**config.mk**
```make
export PLATFORM = sky130hd
export DESIGN_NAME = tx_frame_sequencer
export DESIGN_NICKNAME = d
export VERILOG_FILES = /design/src/rtl/tx_frame_sequencer_pkg.sv /design/src/rtl/tx_frame_sequencer_pad_calc.sv /design/src/rtl/tx_frame_sequencer.sv
export SDC_FILE = /design/constraint.sdc
export NUM_CORES = 1
export LEC_CHECK = 0
export CAP_MARGIN = 5
export CORE_ASPECT_RATIO = 1.5
export CORE_UTILIZATION = 53
export DETAILED_ROUTE_END_ITERATION = 10
export HOLD_SLACK_MARGIN = 0.1
export MAX_ROUTING_LAYER = met4
export PLACE_DENSITY = 0.77
export SETUP_SLACK_MARGIN = 0.5
export SLEW_MARGIN = 20
export SYNTH_ARGS = -nofsm -noshare
export SYNTH_HDL_FRONTEND = slang
export SYNTH_HIERARCHICAL = 1
export SYNTH_SLANG_ARGS = --single-unit
```
**constraint.sdc**
```tcl
create_clock -name iClk -period 2.95 [get_ports iClk]
set_input_delay 0.885 -clock iClk [delete_from_list [all_inputs] [get_ports iClk]]
set_output_delay 0.885 -clock iClk [all_outputs]
set_load 0.1 [all_outputs]
```
**src/rtl/tx_frame_sequencer_pkg.sv**
```systemverilog
// Shared definitions for the 802.11a TX frame sequencer: states, field codes,
// rate table and the SIGNAL field builder.
package tx_frame_sequencer_pkg;

    typedef enum logic [3:0] {
        ST_IDLE, ST_CALC, ST_PRE, ST_SIG, ST_SVC, ST_DATA, ST_TAIL, ST_PAD, ST_DONE
    } state_t;

    typedef enum logic [2:0] {
        FLD_PRE  = 3'd0,
        FLD_SIG  = 3'd1,
        FLD_SVC  = 3'd2,
        FLD_DATA = 3'd3,
        FLD_TAIL = 3'd4,
        FLD_PAD  = 3'd5
    } field_t;

    localparam int SIG_BITS  = 24;
    localparam int SVC_BITS  = 16;
    localparam int TAIL_BITS = 6;
    localparam int SIG_LEN_W = 12;

    // Data bits per OFDM symbol; 0 marks a code that is not a legal rate.
    function automatic logic [7:0] ndbps_of(input logic [3:0] rate);
        case (rate)
            4'b1101: return 8'd24;
            4'b1111: return 8'd36;
            4'b0101: return 8'd48;
            4'b0111: return 8'd72;
            4'b1001: return 8'd96;
            4'b1011: return 8'd144;
            4'b0001: return 8'd192;
            4'b0011: return 8'd216;
            default: return 8'd0;
        endcase
    endfunction

    function automatic logic rate_ok(input logic [3:0] rate);
        return ndbps_of(rate) != 8'd0;
    endfunction

    // SIGNAL word, MSB transmitted first: RATE[3..0], reserved, LENGTH LSB first,
    // even parity over the first 17 bits, six tail zeros.
    function automatic logic [SIG_BITS-1:0] signal_word(input logic [3:0] rate,
                                                        input logic [SIG_LEN_W-1:0] len);
        logic [16:0] head;
        head[16:12] = {rate, 1'b0};
        for (int i = 0; i < SIG_LEN_W; i++) head[11-i] = len[i];
        return {head, ^head, 6'b000000};
    endfunction

endpackage

```
**src/rtl/tx_frame_sequencer_pad_calc.sv**
```systemverilog
// Iterative subtract-divider: from rem = 8*L+22 derives the DATA symbol count
// and the number of PAD bits needed to fill the last symbol.
module tx_frame_sequencer_pad_calc #(
    parameter int CNT_W = 16
) (
    input  logic             iClk,
    input  logic             iRst,
    input  logic             start,
    input  logic             abort,
    input  logic [7:0]       ndbps,
    input  logic [CNT_W-1:0] rem_init,
    output logic             done,
    output logic [7:0]       n_pad,
    output logic [CNT_W-1:0] n_sym
);

    logic             busy;
    logic [CNT_W-1:0] rem_q;
    logic [CNT_W-1:0] quot_q;

    // NOTE: sequential state uses non-blocking assignments so every register
    // samples the pre-edge values of the others.
    always_ff @(posedge iClk or posedge iRst) begin
        if (iRst) begin
            busy   <= 1'b0;
            done   <= 1'b0;
            rem_q  <= '0;
            quot_q <= '0;
            n_pad  <= '0;
            n_sym  <= '0;
        end else begin
            done <= 1'b0;
            if (abort) begin
                busy <= 1'b0;
            end else if (start) begin
                busy   <= 1'b1;
                rem_q  <= rem_init;
                quot_q <= '0;
            end else if (busy) begin
                if (rem_q > CNT_W'(ndbps)) begin
                    rem_q  <= rem_q - CNT_W'(ndbps);
                    quot_q <= quot_q + 1'b1;
                end else begin
                    busy  <= 1'b0;
                    done  <= 1'b1;
                    n_pad <= ndbps - rem_q[7:0];
                    n_sym <= quot_q + 1'b1;
                end
            end
        end
    end

endmodule

```
**src/rtl/tx_frame_sequencer.sv**
```systemverilog
// Serialises one 802.11a PPDU (PRE, SIG, SVC, DATA, TAIL, PAD) with valid/ready
// handshakes on both the payload and the output side.
module tx_frame_sequencer
    import tx_frame_sequencer_pkg::*;
#(
    parameter int                 PRE_LEN     = 12,
    parameter logic [PRE_LEN-1:0] PRE_PATTERN = {PRE_LEN{1'b1}},
    parameter logic [6:0]         SEED        = 7'b1011101,
    parameter int                 LEN_W       = 12,
    parameter int                 CNT_W       = 16
) (
    input  logic             iClk,
    input  logic             iRst,
    input  logic             iStart,
    input  logic [3:0]       iRate,
    input  logic [LEN_W-1:0] iLength,
    input  logic             iAbort,
    input  logic             iData,
    input  logic             iDataValid,
    output logic             oDataReady,
    output logic             oBit,
    output logic             oBitValid,
    input  logic             iBitReady,
    output logic [2:0]       oField,
    output logic             oScrEn,
    output logic             oSeedLoad,
    output logic [6:0]       oSeed,
    output logic             oRateLoad,
    output logic [3:0]       oRate,
    output logic [CNT_W-1:0] oNSym,
    output logic             oBusy,
    output logic             oDone,
    output logic             oErr
);

    state_t                 state_q, state_d;
    logic [3:0]             rate_q;
    logic [SIG_LEN_W-1:0]   len_q, len_in;
    logic [SIG_BITS-1:0]    sig_sr;
    logic [PRE_LEN-1:0]     pre_sr;
    logic [CNT_W-1:0]       cnt_q, field_len;
    logic                   err_q, calc_start_q;
    logic                   len_wide, start_ok, bit_state, xfer, advance;
    logic                   div_done;
    logic [7:0]             n_pad;

    // Lengths wider than the 12-bit SIGNAL field cannot be encoded.
    if (LEN_W > SIG_LEN_W) begin : g_len_wide
        assign len_in   = iLength[SIG_LEN_W-1:0];
        assign len_wide = |iLength[LEN_W-1:SIG_LEN_W];
    end else begin : g_len_narrow
        assign len_in   = SIG_LEN_W'(iLength);
        assign len_wide = 1'b0;
    end

    assign start_ok  = rate_ok(iRate) && (len_in != '0) && !len_wide;
    assign bit_state = state_q inside {ST_PRE, ST_SIG, ST_SVC, ST_TAIL, ST_PAD};
    assign oBitValid = (state_q == ST_DATA) ? iDataValid : bit_state;
    assign xfer      = oBitValid & iBitReady;
    assign advance   = xfer && (cnt_q == CNT_W'(1));

    tx_frame_sequencer_pad_calc #(.CNT_W(CNT_W)) u_pad_calc (
        .iClk     (iClk),
        .iRst     (iRst),
        .start    (calc_start_q),
        .abort    (iAbort && (state_q != ST_IDLE)),
        .ndbps    (ndbps_of(rate_q)),
        .rem_init (CNT_W'({len_q, 3'b000}) + CNT_W'(22)),
        .done     (div_done),
        .n_pad    (n_pad),
        .n_sym    (oNSym)
    );

    always_ff @(posedge iClk or posedge iRst) begin
        if (iRst) state_q <= ST_IDLE;
        else      state_q <= state_d;
    end

    always_comb begin
        // NOTE: every signal written here gets a default first so no latch is inferred.
        state_d    = state_q;
        oBit       = 1'b0;
        oField     = FLD_PRE;
        oScrEn     = 1'b0;
        oDataReady = 1'b0;
        case (state_q)
            ST_IDLE: if (iStart && start_ok) state_d = ST_CALC;
            ST_CALC: if (div_done) state_d = ST_PRE;
            ST_PRE: begin
                oBit = pre_sr[PRE_LEN-1];
                if (advance) state_d = ST_SIG;
            end
            ST_SIG: begin
                oBit   = sig_sr[SIG_BITS-1];
                oField = FLD_SIG;
                if (advance) state_d = ST_SVC;
            end
            ST_SVC: begin
                oField = FLD_SVC;
                oScrEn = 1'b1;
                if (advance) state_d = ST_DATA;
            end
            ST_DATA: begin
                oBit       = iData;
                oField     = FLD_DATA;
                oScrEn     = 1'b1;
                oDataReady = iBitReady;
                if (advance) state_d = ST_TAIL;
            end
            ST_TAIL: begin
                oField = FLD_TAIL;
                if (advance) state_d = (n_pad == 8'd0) ? ST_DONE : ST_PAD;
            end
            ST_PAD: begin
                oField = FLD_PAD;
                oScrEn = 1'b1;
                if (advance) state_d = ST_DONE;
            end
            ST_DONE: state_d = ST_IDLE;
            default: state_d = ST_IDLE;
        endcase
        if (iAbort && (state_q != ST_IDLE)) state_d = ST_IDLE;
    end

    // Length of the field being entered; loaded into the bit counter on entry.
    always_comb begin
        case (state_d)
            ST_PRE:  field_len = CNT_W'(PRE_LEN);
            ST_SIG:  field_len = CNT_W'(SIG_BITS);
            ST_SVC:  field_len = CNT_W'(SVC_BITS);
            ST_DATA: field_len = CNT_W'({len_q, 3'b000});
            ST_TAIL: field_len = CNT_W'(TAIL_BITS);
            ST_PAD:  field_len = CNT_W'(n_pad);
            default: field_len = '0;
        endcase
    end

    always_ff @(posedge iClk or posedge iRst) begin
        if (iRst) begin
            rate_q       <= '0;
            len_q        <= '0;
            sig_sr       <= '0;
            pre_sr       <= '0;
            cnt_q        <= '0;
            err_q        <= 1'b0;
            calc_start_q <= 1'b0;
        end else begin
            err_q        <= (state_q == ST_IDLE) ? (iStart && !start_ok) : iAbort;
            calc_start_q <= (state_q == ST_IDLE) && iStart && start_ok;
            if ((state_q == ST_IDLE) && iStart) begin
                rate_q <= iRate;
                len_q  <= len_in;
                sig_sr <= signal_word(iRate, len_in);
            end
            if (state_d != state_q) cnt_q <= field_len;
            else if (xfer)          cnt_q <= cnt_q - 1'b1;
            if ((state_d == ST_PRE) && (state_q != ST_PRE))  pre_sr <= PRE_PATTERN;
            else if ((state_q == ST_PRE) && xfer)            pre_sr <= pre_sr << 1;
            if ((state_q == ST_SIG) && xfer) sig_sr <= sig_sr << 1;
        end
    end

    assign oSeed     = SEED;
    assign oSeedLoad = (state_q == ST_SIG) && advance;
    assign oRateLoad = (state_q == ST_CALC) && div_done;
    assign oRate     = rate_q;
    assign oBusy     = (state_q != ST_IDLE);
    assign oDone     = (state_q == ST_DONE) && !iAbort;
    assign oErr      = err_q;

endmodule
```
# After elaboration in Yosys (flattened, before gate mapping)
# Memories as Yosys holds them, arrays and structs flattened.
# Cells that the tools add are included.
# word_totals
register_bits	132
out_inout_bits	39
word_cells	111
mem_count	2
rom_bits	192
# op_classes
bitwise_logic	4
addsub	5
n_reduce_logical	30
magnitude_cmp	1
n_eq_ne	17
muxes	38
# mem_list
name	depth	word_bits	read_ports	rd_clocked_by_memory_dff	write_ports	line_no	rtl
(no name shown)	16	6	1	0	0	tx_frame_sequencer_pkg.sv:25	case (rate)
(no name shown)	16	6	1	0	0	tx_frame_sequencer_pkg.sv:25	
# ops
operator	n
two-way mux 16 bit	8
one-hot mux 15 bit (6 select lines)	1
two-way mux 24 bit	2
two-way mux 4 bit	10
== test 4 x 3 -> 1 bit, second input constant	8
one-hot mux 4 bit (8 select lines)	1
two-way mux 12 bit	2
parity 17 bit	1
adder 15 x 5 -> 16 bit, second input constant	1
adder 16 x 1 -> 16 bit, second input constant	1
== test 16 x 1 -> 1 bit, second input constant	1
== test 4 x 2 -> 1 bit, second input constant	4
> comparator 16 x 8 -> 1 bit	1
subtractor 16 x 1 -> 16 bit, second input constant	1
subtractor 16 x 8 -> 16 bit	1
one-hot mux 3 bit (5 select lines)	1
logical AND 1 bit	13
two-way mux 1 bit	12
nonzero test 12 bit	1
nonzero test 2 bit	5
logical NOT 8 bit	1
nonzero test 8 bit	1
subtractor 8 bit	1
nonzero test 5 bit	1
other kinds (13)	16

# Logic depth before layout (Yosys ltp)
# Gate-level depths: netlist of run 1.
# logic_depth
word_depth	11
depth_mapped	16
mapped_depth_nobuf	13

# Cells and area by module
# The synthesis of run 1 kept the hierarchy.
# by_module_without_submodules
mod	area_per_inst_um2	n_inst	cells_per_inst	seq_area_each_um2
tx_frame_sequencer	4151.5	1	493	1701.6
tx_frame_sequencer_pad_calc	3570.9	1	398	1451.4

# Worst setup path after synthesis of run 1
# Ideal clock, no wire load.
# synth_timing
kind	in2out
start	input port iAbort
end	output port oDone
stages	1
path_buffers	0
arrival_ns	3.798
setup_slack_ns	-1.733
path_cell_list	nor4bb_1
# synth_between
elab_chain_len	2
# synth_rtl
element	line_no	rtl
start: declaration	tx_frame_sequencer.sv:17	input logic iAbort,
logical NOT 1 bit	tx_frame_sequencer.sv:168	assign oDone = (state_q == ST_DONE) && !iAbort;
logical AND 1 bit	tx_frame_sequencer.sv:168	
end: declaration	tx_frame_sequencer.sv:32	output logic oDone,
# No other way between the ends.

# Worst setup path after layout of run 1
# layout_timing
start	register state_q[2]
end	register cnt_q[4]
# layout_between
elab_chain_len	11
word_cells_on_any_way	34
# layout_rtl
element	line_no	rtl
start: declaration	tx_frame_sequencer.sv:36	state_t state_q, state_d;
start signal: assignment	tx_frame_sequencer.sv:76	else state_q <= state_d;
== test 4 x 2 -> 1 bit or == test 4 x 3 -> 1 bit (tied branches)	tx_frame_sequencer.sv:57, tx_frame_sequencer.sv:86	
nonzero test 5 bit	tx_frame_sequencer.sv:57	assign bit_state = state_q inside {ST_PRE, ST_SIG, ST_SVC, ST_TAIL, ST_PAD};
two-way mux 1 bit	tx_frame_sequencer.sv:58	assign oBitValid = (state_q == ST_DATA) ? iDataValid : bit_state;
bitwise AND 1 bit	tx_frame_sequencer.sv:59	assign xfer = oBitValid & iBitReady;
logical AND 1 bit	tx_frame_sequencer.sv:60	assign advance = xfer && (cnt_q == CNT_W'(1));
two-way mux 4 bit (tied with other cells)	tx_frame_sequencer.sv:117	if (advance) state_d = ST_DONE;
one-hot mux 4 bit (8 select lines)	tx_frame_sequencer.sv:86	case (state_q)
two-way mux 4 bit	tx_frame_sequencer.sv:122	if (iAbort && (state_q != ST_IDLE)) state_d = ST_IDLE;
== test 4 x 3 -> 1 bit or == test 4 x 2 -> 1 bit (tied branches)	tx_frame_sequencer.sv:127	case (state_d)
one-hot mux 15 bit (6 select lines)	tx_frame_sequencer.sv:127	
two-way mux 16 bit	tx_frame_sequencer.sv:155	if (state_d != state_q) cnt_q <= field_len;
end signal: assignment	tx_frame_sequencer.sv:155	
end signal: assignment	tx_frame_sequencer.sv:156	else if (xfer) cnt_q <= cnt_q - 1'b1;
end: declaration	tx_frame_sequencer.sv:41	logic [CNT_W-1:0] cnt_q, field_len;
# Several ways; a longest one is shown, not always the timed one.
# A chain may end at the register's enable or synchronous reset.

==> flow_metrics.env, run 1 <==
export IMPL_status="complete, but fails checks"
export IMPL_violations="negative setup slack"
export IMPL_cts_sinks=126
export IMPL_routedWlPerCell_um=27.1
export IMPL_fp_dieW_um=101
export IMPL_fin_cells=1310
export IMPL_antenna_found_initial=2
export IMPL_syn_area_per_cell_um2=8.67
export IMPL_final_nets=1153
export IMPL_drtIter0Drc=1110
export IMPL_ir_drop_v=0.00123
export IMPL_dp_cells=1168
export IMPL_gr_total_overflow=0
export IMPL_row_count=53
export IMPL_clkTransAtPathRegs_ps=70
export IMPL_areaGrowthSynthToFinish_pct=57.4
export IMPL_hpwl_mm=13.6
export IMPL_arrival_ps=3770
export IMPL_grt_max_degree=42
export IMPL_p_leak_nw=5.39
export IMPL_sw_frac_of_total_pct=47.2
export IMPL_p_switching_mw=6.90
export IMPL_crit_start="state_q[2]$_DFF_PP0_"
export IMPL_worstSetupEndpointType="flop"
export IMPL_skew_ps=22.6
export IMPL_start_util_pct=54.7
export IMPL_p_int_mw=7.73
export IMPL_num_vias=8942
export IMPL_p_comb_share_pct=61.9
export IMPL_reg2reg_depth=9
export IMPL_yosys_warnings=6
export IMPL_synth_seq_cells=126
export IMPL_grt_pass1_wl_mm=39.9
export IMPL_dieArea_um2=15100
export IMPL_drcViolationCount=0
export IMPL_core_area_um2=14100
export IMPL_final_antenna_net_count=0
export IMPL_clock_path_buffers=2
export IMPL_worst_slew_margin_rel_pct=32.9
export IMPL_cp_required_ps=3310
export IMPL_fill_cells=630
export IMPL_cts_buffers=17
export IMPL_maxCapViolCount=0
export IMPL_synth_seq_area_share_pct=40.8
export IMPL_num_io_pins=62
export IMPL_synthesis_area_um2=7720
export IMPL_cts_tree="built"
export IMPL_period_minus_slack_ps=3410
export IMPL_power_total_mw=14.6
export IMPL_syn_inst=891
export IMPL_min_period_over_period_pct=116
export IMPL_ys_async_sr_fraction_pct=100
export IMPL_viasPerCell=6.83
export IMPL_gp_congestion=0.908
export IMPL_fp_dieH_um=150
export IMPL_synth_edf_count=0
export IMPL_cp_max_fo=4
export IMPL_synth_distinct_cells=87
export IMPL_endpoint="cnt_q[4]$_DFFE_PP0P_"
export IMPL_dr_pass1_iters=6
export IMPL_cts_root_buf="clkbuf_16"
export IMPL_path_class="reg2reg"
export IMPL_drt_wl_total_mm=35.5
export IMPL_grt_total_usage_pct=35.5
export IMPL_max_freq_ghz=0.293
export IMPL_grt_pass1_vias=7856
export IMPL_rrSetupSlack_ps=-460
export IMPL_finalHoldViolations=0
export IMPL_port_buffers=54
export IMPL_regToRegEndpoint="cnt_q[4]$_DFFE_PP0P_"
export IMPL_tightest_slew_ps=996
export IMPL_setup_violations_final=28
export IMPL_layout_setup_ws_ps=-462
export IMPL_cp_start_kind="flop"
export IMPL_final_max_slew_violation_count=0
export IMPL_rsz0062_at_grt="yes"
export IMPL_p_clk_share_pct=16.8
export IMPL_clk_latency_ps=430
export IMPL_drive_above_1_share_pct=42.0
export IMPL_ys_dominant_reg_cell="dfrtp_1"
export IMPL_htreeDepth=4
export IMPL_power_density_nw_per_um2=1200
export IMPL_hold_class="reg2reg"
export IMPL_rr_startpoint="state_q[2]$_DFF_PP0_"
export IMPL_seqPwrFrac_pct=21.3
metrics by stage:
stage               TNS [ps]  hold WS, ps  worst slack [ps]  instance area [um^2]  utilization, %
global placement       -3810          468              -336                  9130            64.6
detailed placement     -4080          477              -350                  9130            64.6
CTS                        0          484              49.4                 11000            77.5
floorplan                  0          458              27.5                  8120               -
finish                 -4030          497              -462                 12200            86.0
global route           -8780          531              -594                 12200            86.0
layout by cell type (no fill, tap or decap), drive strengths merged, types with 6 or more instances in the layout:
cell type	synthesis	routed
a21oi	37	37
a31oi	38	38
clkbuf	26	23
nand2	143	145
a211oi	6	6
conb	2	15
inv	52	53
ha	25	25
o21ai	64	64
nor2b	7	7
buf	30	209
nor3	17	17
dfrtp	126	126
nor2	72	72
a22o	11	11
nand2b	16	16
and3	23	23
xnor2	37	37
clkdlybuf4s50	0	18
xor2	12	12
o31ai	8	8
nor4	12	12
and2	6	6
nand3	36	36
routing by layer:
layer	part of all wire, %	wire [um]	GRT usage, %
met5	0	0	-
met4	10	3640	23.6
met3	11	4030	6.96
met2	47	16800	58.2
met1	31	11000	39.0
Yosys cell counts, types with 3 or more instances:
cell        n  area share (%)
a211oi_1    4            0.39
a21oi_1    36             2.3
a22o_1     11             1.2
a22oi_1     3            0.29
a31o_2      4            0.45
a31oi_1    38             3.1
and2_1      4            0.32
and3_1     22             1.8
buf_2       7            0.45
buf_4      11             1.1
buf_6      10             1.5
clkbuf_1   23             1.1
dfrtp_1   126              41
ha_1       25             4.1
inv_1      52             2.5
nand2_1   142             6.9
nand2b_1   16             1.3
nand3_1    36             2.3
nand3b_1    5            0.49
nand4_1     4            0.32
nor2_1     71             3.5
nor2b_1     7            0.57
nor3_1     16             1.0
nor4_1      9            0.73
o211ai_1    5            0.49
o21a_1      3            0.29
o21ai_0    53             3.4
o21ai_1     5            0.32
o21ai_2     6            0.68
o22ai_1     3            0.24
o31a_1      3            0.34
o31ai_1     7            0.68
or3_1       4            0.32
xnor2_1    37             4.2
xor2_1     12             1.4
area by class of cell:
| cell class | count | area (um^2) | share of cell area, % |
|---|---|---|---|
| Antenna cell | 2 | 5.00 | 0.0412 |
| Clock buffer | 18 | 439 | 3.61 |
| Clock inverter | 14 | 230 | 1.89 |
| Inverter | 52 | 225 | 1.85 |
| Multi-Input combinational cell | 672 | 5360 | 44.1 |
| Sequential cell | 126 | 3160 | 26.0 |
| Tap cell | 192 | 240 | 1.98 |
| Timing Repair Buffer | 234 | 2490 | 20.5 |
power groups by stage:
| stage | sequential [mW] | clock [mW] | combinational (mW) |
|---|---|---|---|
| 3_3_place_gp | 2.88 | 0 | 4.83 |
| 6_report | 3.12 | 2.46 | 9.05 |
| 3_5_place_dp | 2.90 | 0 | 4.94 |
| 4_1_cts | 2.89 | 2.40 | 6.41 |
| 5_1_grt | 3.15 | 2.54 | 9.32 |
| 2_1_floorplan | 3.08 | 0 | 3.45 |
worst max-delay path, cell delays in order (launching register included):
cell      delay (ps)
dfrtp_2          450
buf_6            150
nor4_4           350
nor2b_1          130
o21ai_0          800
a211oi_2         310
a21oi_1          440
or3b_1           410
o211ai_1         100
o31a_1           190
cell families after synthesis:
group	share of synthesized area [%]
AOI/OAI and AO/OA	18.1
other	0.0972
xor gates and xnor gates	5.56
adders and majority gates	4.57
buffers and inverters	7.15
and+or+nand+nor	23.1
DFF	40.8
muxes	0.551
registers in the layout, summed over array words and instances (netlist names), 8 cells and up:
register           count
u_pad_calc/n_pad       8
len_q                 12
sig_sr                18
u_pad_calc/n_sym      16
cnt_q                 16
u_pad_calc/quot_q     16
u_pad_calc/rem_q      16
pre_sr                12
what timing repair did:
item                       CTS  global route
buffers inserted            60            34
pin swaps                   53            63
resized for setup          115           179
gates cloned                 9             5
setup endpoints to repair   85            88
hold buffers                 0             0
how the worst min path moves through the flow:
stage                     cells past startpoint                                to  slack, ps                              from
final                                         2             pre_sr[5]$_DFFE_PP0P_        500             pre_sr[4]$_DFFE_PP0P_
after global routing                          2             pre_sr[2]$_DFFE_PP0P_        530             pre_sr[2]$_DFFE_PP0P_
after CTS                                     2   u_pad_calc/n_sym[4]$_DFFE_PP0P_        480   u_pad_calc/n_sym[4]$_DFFE_PP0P_
after detailed placement                      2  u_pad_calc/n_sym[11]$_DFFE_PP0P_        480  u_pad_calc/n_sym[11]$_DFFE_PP0P_
after global placement                        2   u_pad_calc/n_sym[9]$_DFFE_PP0P_        470   u_pad_calc/n_sym[9]$_DFFE_PP0P_
after floorplan                               1  u_pad_calc/rem_q[14]$_DFFE_PP0P_        460  u_pad_calc/rem_q[14]$_DFFE_PP0P_
(Power assumes the default switching activity.)
==> inputs of run 2 (changes only) <==
- CAP_MARGIN: 5 -> default
- CORE_MARGIN: default -> 1.5
==> run 2 against run 1 <==
Effect of this change: the flow still finishes with violations (negative setup slack); first-iteration DRC count is 1.9% lower; maximum frequency is 3.1% higher; die area is 1.7% higher; sequential power hardly changed; cell count is 0.38% higher; flip-flop and latch count stayed put; clock power is 14% lower; combinational power is 3.8% lower; global-route usage is 2.4 points lower; critical path depth is 1 higher; highest routed layer unchanged.
==> flow_metrics.env, run 2 (synthesis gave the netlist of run 1 again) <==
export IMPL_cp_required_ps=3260
export IMPL_cp_start_kind="flop"
export IMPL_grt_pass1_vias=7680
export IMPL_drive_above_1_share_pct=42.4
export IMPL_skew_ps=12.1
export IMPL_layout_commonest_cell="buf_4"
export IMPL_clk_latency_ps=440
export IMPL_grt_total_usage_pct=33.2
export IMPL_power_density_nw_per_um2=1160
export IMPL_row_count=53
export IMPL_violations="negative setup slack"
export IMPL_final_antenna_net_count=0
export IMPL_cts_buffers=17
export IMPL_viasPerCell=6.70
export IMPL_arrival_ps=3620
export IMPL_fin_cells=1315
export IMPL_antenna_found_initial=3
export IMPL_fp_dieH_um=151
export IMPL_worst_slew_margin_rel_pct=42.3
export IMPL_htreeDepth=4
export IMPL_hold_class="reg2reg"
export IMPL_hold_buffers=0
export IMPL_grt_pass1_wl_mm=38.0
export IMPL_layout_common_cells="buf_4, dfrtp_1, nand2_1, nor2_1, buf_6"
export IMPL_cp_max_fo=6
export IMPL_postLayoutCellArea_um2=12000
export IMPL_placed_area_um2=9160
export IMPL_num_io_pins=62
export IMPL_dr_pass1_iters=7
export IMPL_gp_congestion=0.967
export IMPL_areaGrowthSynthToFinish_pct=55.8
export IMPL_finalHoldViolations=0
export IMPL_largest_reg_flops=18
export IMPL_ir_drop_v=0.00111
export IMPL_drt_wl_total_mm=33.2
export IMPL_routedWlPerCell_um=25.3
export IMPL_maxCapViolCount=0
export IMPL_clock_path_buffers=2
export IMPL_min_period_over_period_pct=112
export IMPL_cts_tree="built"
export IMPL_cts_sinks=126
export IMPL_dp_cells=1174
export IMPL_core_area_um2=14100
export IMPL_clkTransAtPathRegs_ps=70
export IMPL_cts_root_buf="clkbuf_16"
export IMPL_final_max_slew_violation_count=0
export IMPL_setup_tns_final_ps=-3500
export IMPL_drtIter0Drc=1089
export IMPL_num_vias=8811
export IMPL_max_freq_ghz=0.302
export IMPL_p_leak_nw=5.34
export IMPL_start_util_pct=54.7
export IMPL_top_register="sig_sr"
export IMPL_period_minus_slack_ps=3310
export IMPL_status="complete, but fails checks"
export IMPL_layout_setup_ws_ps=-359
export IMPL_drcViolationCount=0
export IMPL_rsz0062_at_grt="yes"
export IMPL_dieArea_um2=15300
export IMPL_grt_max_degree=69
export IMPL_hpwl_mm=13.6
export IMPL_tightest_slew_ps=856
export IMPL_path_class="reg2reg"
export IMPL_setup_violations_final=26
export IMPL_port_buffers=54
export IMPL_final_nets=1157
export IMPL_dp_slack_ps=-282
export IMPL_worstSetupEndpointType="flop"
export IMPL_gr_total_overflow=0
export IMPL_fp_dieW_um=102
==> run 2: path summary, 6_finish.rpt <==
path,depth (start not counted),slack [ps],startpoint,endpoint
max in group asynchronous,3,1610,iRst,cnt_q[7]$_DFFE_PP0P_
worst min-delay path,2,500,pre_sr[5]$_DFFE_PP0P_,pre_sr[6]$_DFFE_PP0P_
worst max register to register,10,-360,u_pad_calc/n_pad[5]$_DFFE_PP0P_,cnt_q[3]$_DFFE_PP0P_
worst min register to register,2,500,pre_sr[5]$_DFFE_PP0P_,pre_sr[6]$_DFFE_PP0P_
worst max-delay path,10,-360,u_pad_calc/n_pad[5]$_DFFE_PP0P_,cnt_q[3]$_DFFE_PP0P_
min in group asynchronous,3,970,iRst,u_pad_calc/n_sym[7]$_DFFE_PP0P_
==> run 2: routing by layer <==
metal | vias up | routed length, um | track usage [%]
li1 | 3527 | - | -
met4 | 0 | 3490 | 21.5
met5 | - | 0 | -
met1 | 4174 | 10600 | 35.1
met3 | 352 | 3340 | 6.55
met2 | 758 | 15800 | 55.9
==> run 2: timing repair <==
action | 4_1_cts | 5_1_grt
pin swaps | 66 | 58
gates resized for setup | 147 | 178
gates cloned | 8 | 4
buffers inserted | 65 | 29
setup endpoints to repair | 85 | 87
==> run 2: metrics by stage <==
stage | utilization, % | hold slack, ps | power, mW
floorplan | - | 458 | 6.53
detailed placement | 64.9 | 477 | 7.84
global route | 85.2 | 511 | 14.3
finish | 85.2 | 495 | 13.9
global placement | 64.9 | 469 | 7.71
CTS | 77.1 | 486 | 11.6
==> run 2: power breakdown <==
| group | switching [mW] | internal, mW | total [mW] |
|---|---|---|---|
| Combinational | 4.91 | 3.80 | 8.71 |
| Sequential | 0.790 | 2.30 | 3.09 |
| Clock | 0.912 | 1.20 | 2.11 |
==> run 2: layout make-up <==
type                       count  area, um^2
multi-input combinational    673        5420
antenna                        3        7.51
clock buffer                  19         443
timing repair buffer         237        2410
tap                          192         240
clock inverter                13         125
inverter                      52         220
fill                         663        2100
sequential                   126        3160
==> run 2: worst max-delay path, stage by stage, from the launching register on <==
cell,delay (ps)
dfrtp_1,470
nor4_2,540
a21oi_1,350
o311ai_1,540
and3_4,310
o21ai_4,100
buf_4,160
buf_4,130
a22oi_2,190
nor2_2,120
a211o_1,250
==> inputs of run 3 (changes only) <==
- CORE_ASPECT_RATIO: 1.5 -> 0.75
==> run 3 against run 2 <==
Effect of this change: the run still ends with negative setup slack left; setup slack got worse by 29 ps; clock power about the same; design area decreased by 3.9%; clock-buffer cell count decreased by 1; flip-flop and latch count unchanged; clock skew increased by 3.3 ps.
==> flow_metrics.env, run 3 (synthesis gave the netlist of run 1 again) <==
export IMPL_status="complete, but fails checks"
export IMPL_violations="negative setup slack"
export IMPL_reg2reg_depth=10
export IMPL_gp_congestion=0.952
export IMPL_power_density_nw_per_um2=1150
export IMPL_layout_common_cells="dfrtp_1, buf_4, nand2_1, nor2_1, inv_1"
export IMPL_p_comb_share_pct=61.1
export IMPL_largest_reg_flops=18
export IMPL_routedWlPerCell_um=21.5
export IMPL_core_area_um2=14000
export IMPL_p_leak_nw=5.19
export IMPL_period_minus_slack_ps=3340
export IMPL_max_freq_ghz=0.300
export IMPL_fill_cells=753
export IMPL_grt_max_degree=37
export IMPL_worstSetupEndpointType="flop"
export IMPL_fp_dieW_um=142
export IMPL_num_io_pins=62
export IMPL_seqPwrFrac_pct=23.0
export IMPL_antenna_found_initial=0
export IMPL_hold_buffers=0
export IMPL_areaGrowthSynthToFinish_pct=49.6
export IMPL_final_util_pct=82.7
export IMPL_cp_depth=10
export IMPL_cts_tree="built"
export IMPL_dr_pass1_iters=5
export IMPL_start_util_pct=55.2
export IMPL_clkTransAtPathRegs_ps=70
export IMPL_tightest_slew_ps=618
export IMPL_fin_cells=1280
export IMPL_path_class="reg2reg"
export IMPL_final_max_slew_violation_count=0
export IMPL_ir_drop_v=0.00120
export IMPL_top_register="sig_sr"
export IMPL_grt_total_usage_pct=31.4
export IMPL_rr_startpoint="cnt_q[5]$_DFFE_PP0P_"
export IMPL_final_antenna_net_count=0
export IMPL_cp_buffers_inverters=2
export IMPL_grt_pass1_wl_mm=36.4
export IMPL_skew_ps=15.4
export IMPL_layout_setup_ws_ps=-387
export IMPL_drive_above_1_share_pct=39.2
export IMPL_rsz0062_at_grt="yes"
export IMPL_cpLargestDelayFamily="simple AND/OR/NAND/NOR gates"
export IMPL_cp_max_fo=8
export IMPL_final_nets=1122
export IMPL_cts_root_buf="clkbuf_16"
export IMPL_hold_depth=2
export IMPL_maxCapViolCount=0
export IMPL_path_common_cell="a21oi_1"
export IMPL_worst_slew_margin_rel_pct=58.5
export IMPL_holdPathEnd="pre_sr[8]$_DFFE_PP0P_"
export IMPL_p_switching_mw=6.19
export IMPL_crit_chain="nor3_1 > nand4_4 > or4_4 > o311a_4 > o21ai_4 > buf_4 > buf_6 > a21oi_1 > a21oi_1 > o31ai_1"
export IMPL_htreeDepth=4
export IMPL_setup_violations_final=16
export IMPL_p_clk_share_pct=15.9
export IMPL_regToRegEndpoint="cnt_q[6]$_DFFE_PP0P_"
export IMPL_worstHoldStart="pre_sr[7]$_DFFE_PP0P_"
export IMPL_hold_class="reg2reg"
export IMPL_num_antenna_cells=0
export IMPL_cpPeakStageDelay_ps=580
export IMPL_drt_wl_total_mm=27.5
export IMPL_fp_dieH_um=108
export IMPL_drtIter0Drc=948
export IMPL_clock_path_buffers=2
export IMPL_cp_start_kind="flop"
export IMPL_drcViolationCount=0
export IMPL_dp_slack_ps=-513
export IMPL_dp_cells=1177
export IMPL_port_buffers=54
export IMPL_viasPerCell=6.27
export IMPL_min_period_over_period_pct=113
export IMPL_cts_sinks=126
export IMPL_p_int_mw=7.09
export IMPL_layout_commonest_cell="dfrtp_1"
export IMPL_hpwl_mm=14.1
export IMPL_sw_frac_of_total_pct=46.6
export IMPL_grt_pass1_vias=7030
export IMPL_cp_slowest_cell="or4_4"
export IMPL_finalHoldViolations=0
export IMPL_cp_required_ps=3240
export IMPL_gr_total_overflow=0
export IMPL_num_vias=8020
export IMPL_row_count=37
export IMPL_arrival_ps=3630
export IMPL_rrSetupSlack_ps=-390
export IMPL_dieArea_um2=15300
export IMPL_clk_latency_ps=420
export IMPL_cts_buffers=17
-- run 3: what timing repair did --
item | in CTS | in global routing
resized for setup | 84 | 176
endpoints found under the setup margin | 86 | 86
gates cloned | 7 | 5
buffers inserted | 42 | 17
pin swaps | 46 | 67
-- run 3: worst max path at each step --
| stage | startpoint | to | slack (ps) |
|---|---|---|---|
| after floorplan | state_q[3]$_DFF_PP0_ | oField[1] | 30 |
| after global placement | iDataValid | cnt_q[3]$_DFFE_PP0P_ | -330 |
| after detailed placement | iBitReady | cnt_q[4]$_DFFE_PP0P_ | -510 |
| after CTS | cnt_q[1]$_DFFE_PP0P_ | cnt_q[4]$_DFFE_PP0P_ | 90 |
| after global routing | cnt_q[5]$_DFFE_PP0P_ | cnt_q[6]$_DFFE_PP0P_ | -420 |
| final | cnt_q[5]$_DFFE_PP0P_ | cnt_q[6]$_DFFE_PP0P_ | -390 |
-- run 3: worst min-delay path, stage by stage (launching register included) --
cell	delay, ps
dfrtp_1	340
nand2_1	50
nand3_1	70
-- run 3: area by class of cell --
type	count	area (um^2)	area share, %
clock buffer	18	439	3.80
clock inverter	14	134	1.16
inverter	52	214	1.85
multi-input combinational	673	5260	45.5
sequential	126	3160	27.3
tap	195	244	2.11
timing repair buffer	202	2110	18.3
-- run 3: per-stage QoR --
step	setup TNS (ps)	hold WS, ps	instance area, um^2	power [mW]
final	-1560	486	11600	13.3
after global routing	-2150	510	11600	13.8
after floorplan	0	458	8120	6.53
after CTS	0	487	10600	11.5
after global placement	-3990	468	9180	7.80
after detailed placement	-6060	478	9180	7.91
-- run 3: metal layers --
layer  vias up  wire length, um  track usage [%]
li1       3461                -                -
met4         0             1190             8.39
met5         -                0                -
met2       519            13100             47.9
met1      3903            10900             43.5
met3       137             2410             5.56
-- run 3: power groups by stage --
stage / logic [mW] / clock network (mW) / registers, mW
3_5_place_dp: 4.98 / 0 / 2.93
5_1_grt: 8.49 / 2.21 / 3.10
4_1_cts: 6.48 / 2.08 / 2.92
2_1_floorplan: 3.45 / 0 / 3.08
3_3_place_gp: 4.88 / 0 / 2.92
6_report: 8.11 / 2.12 / 3.05
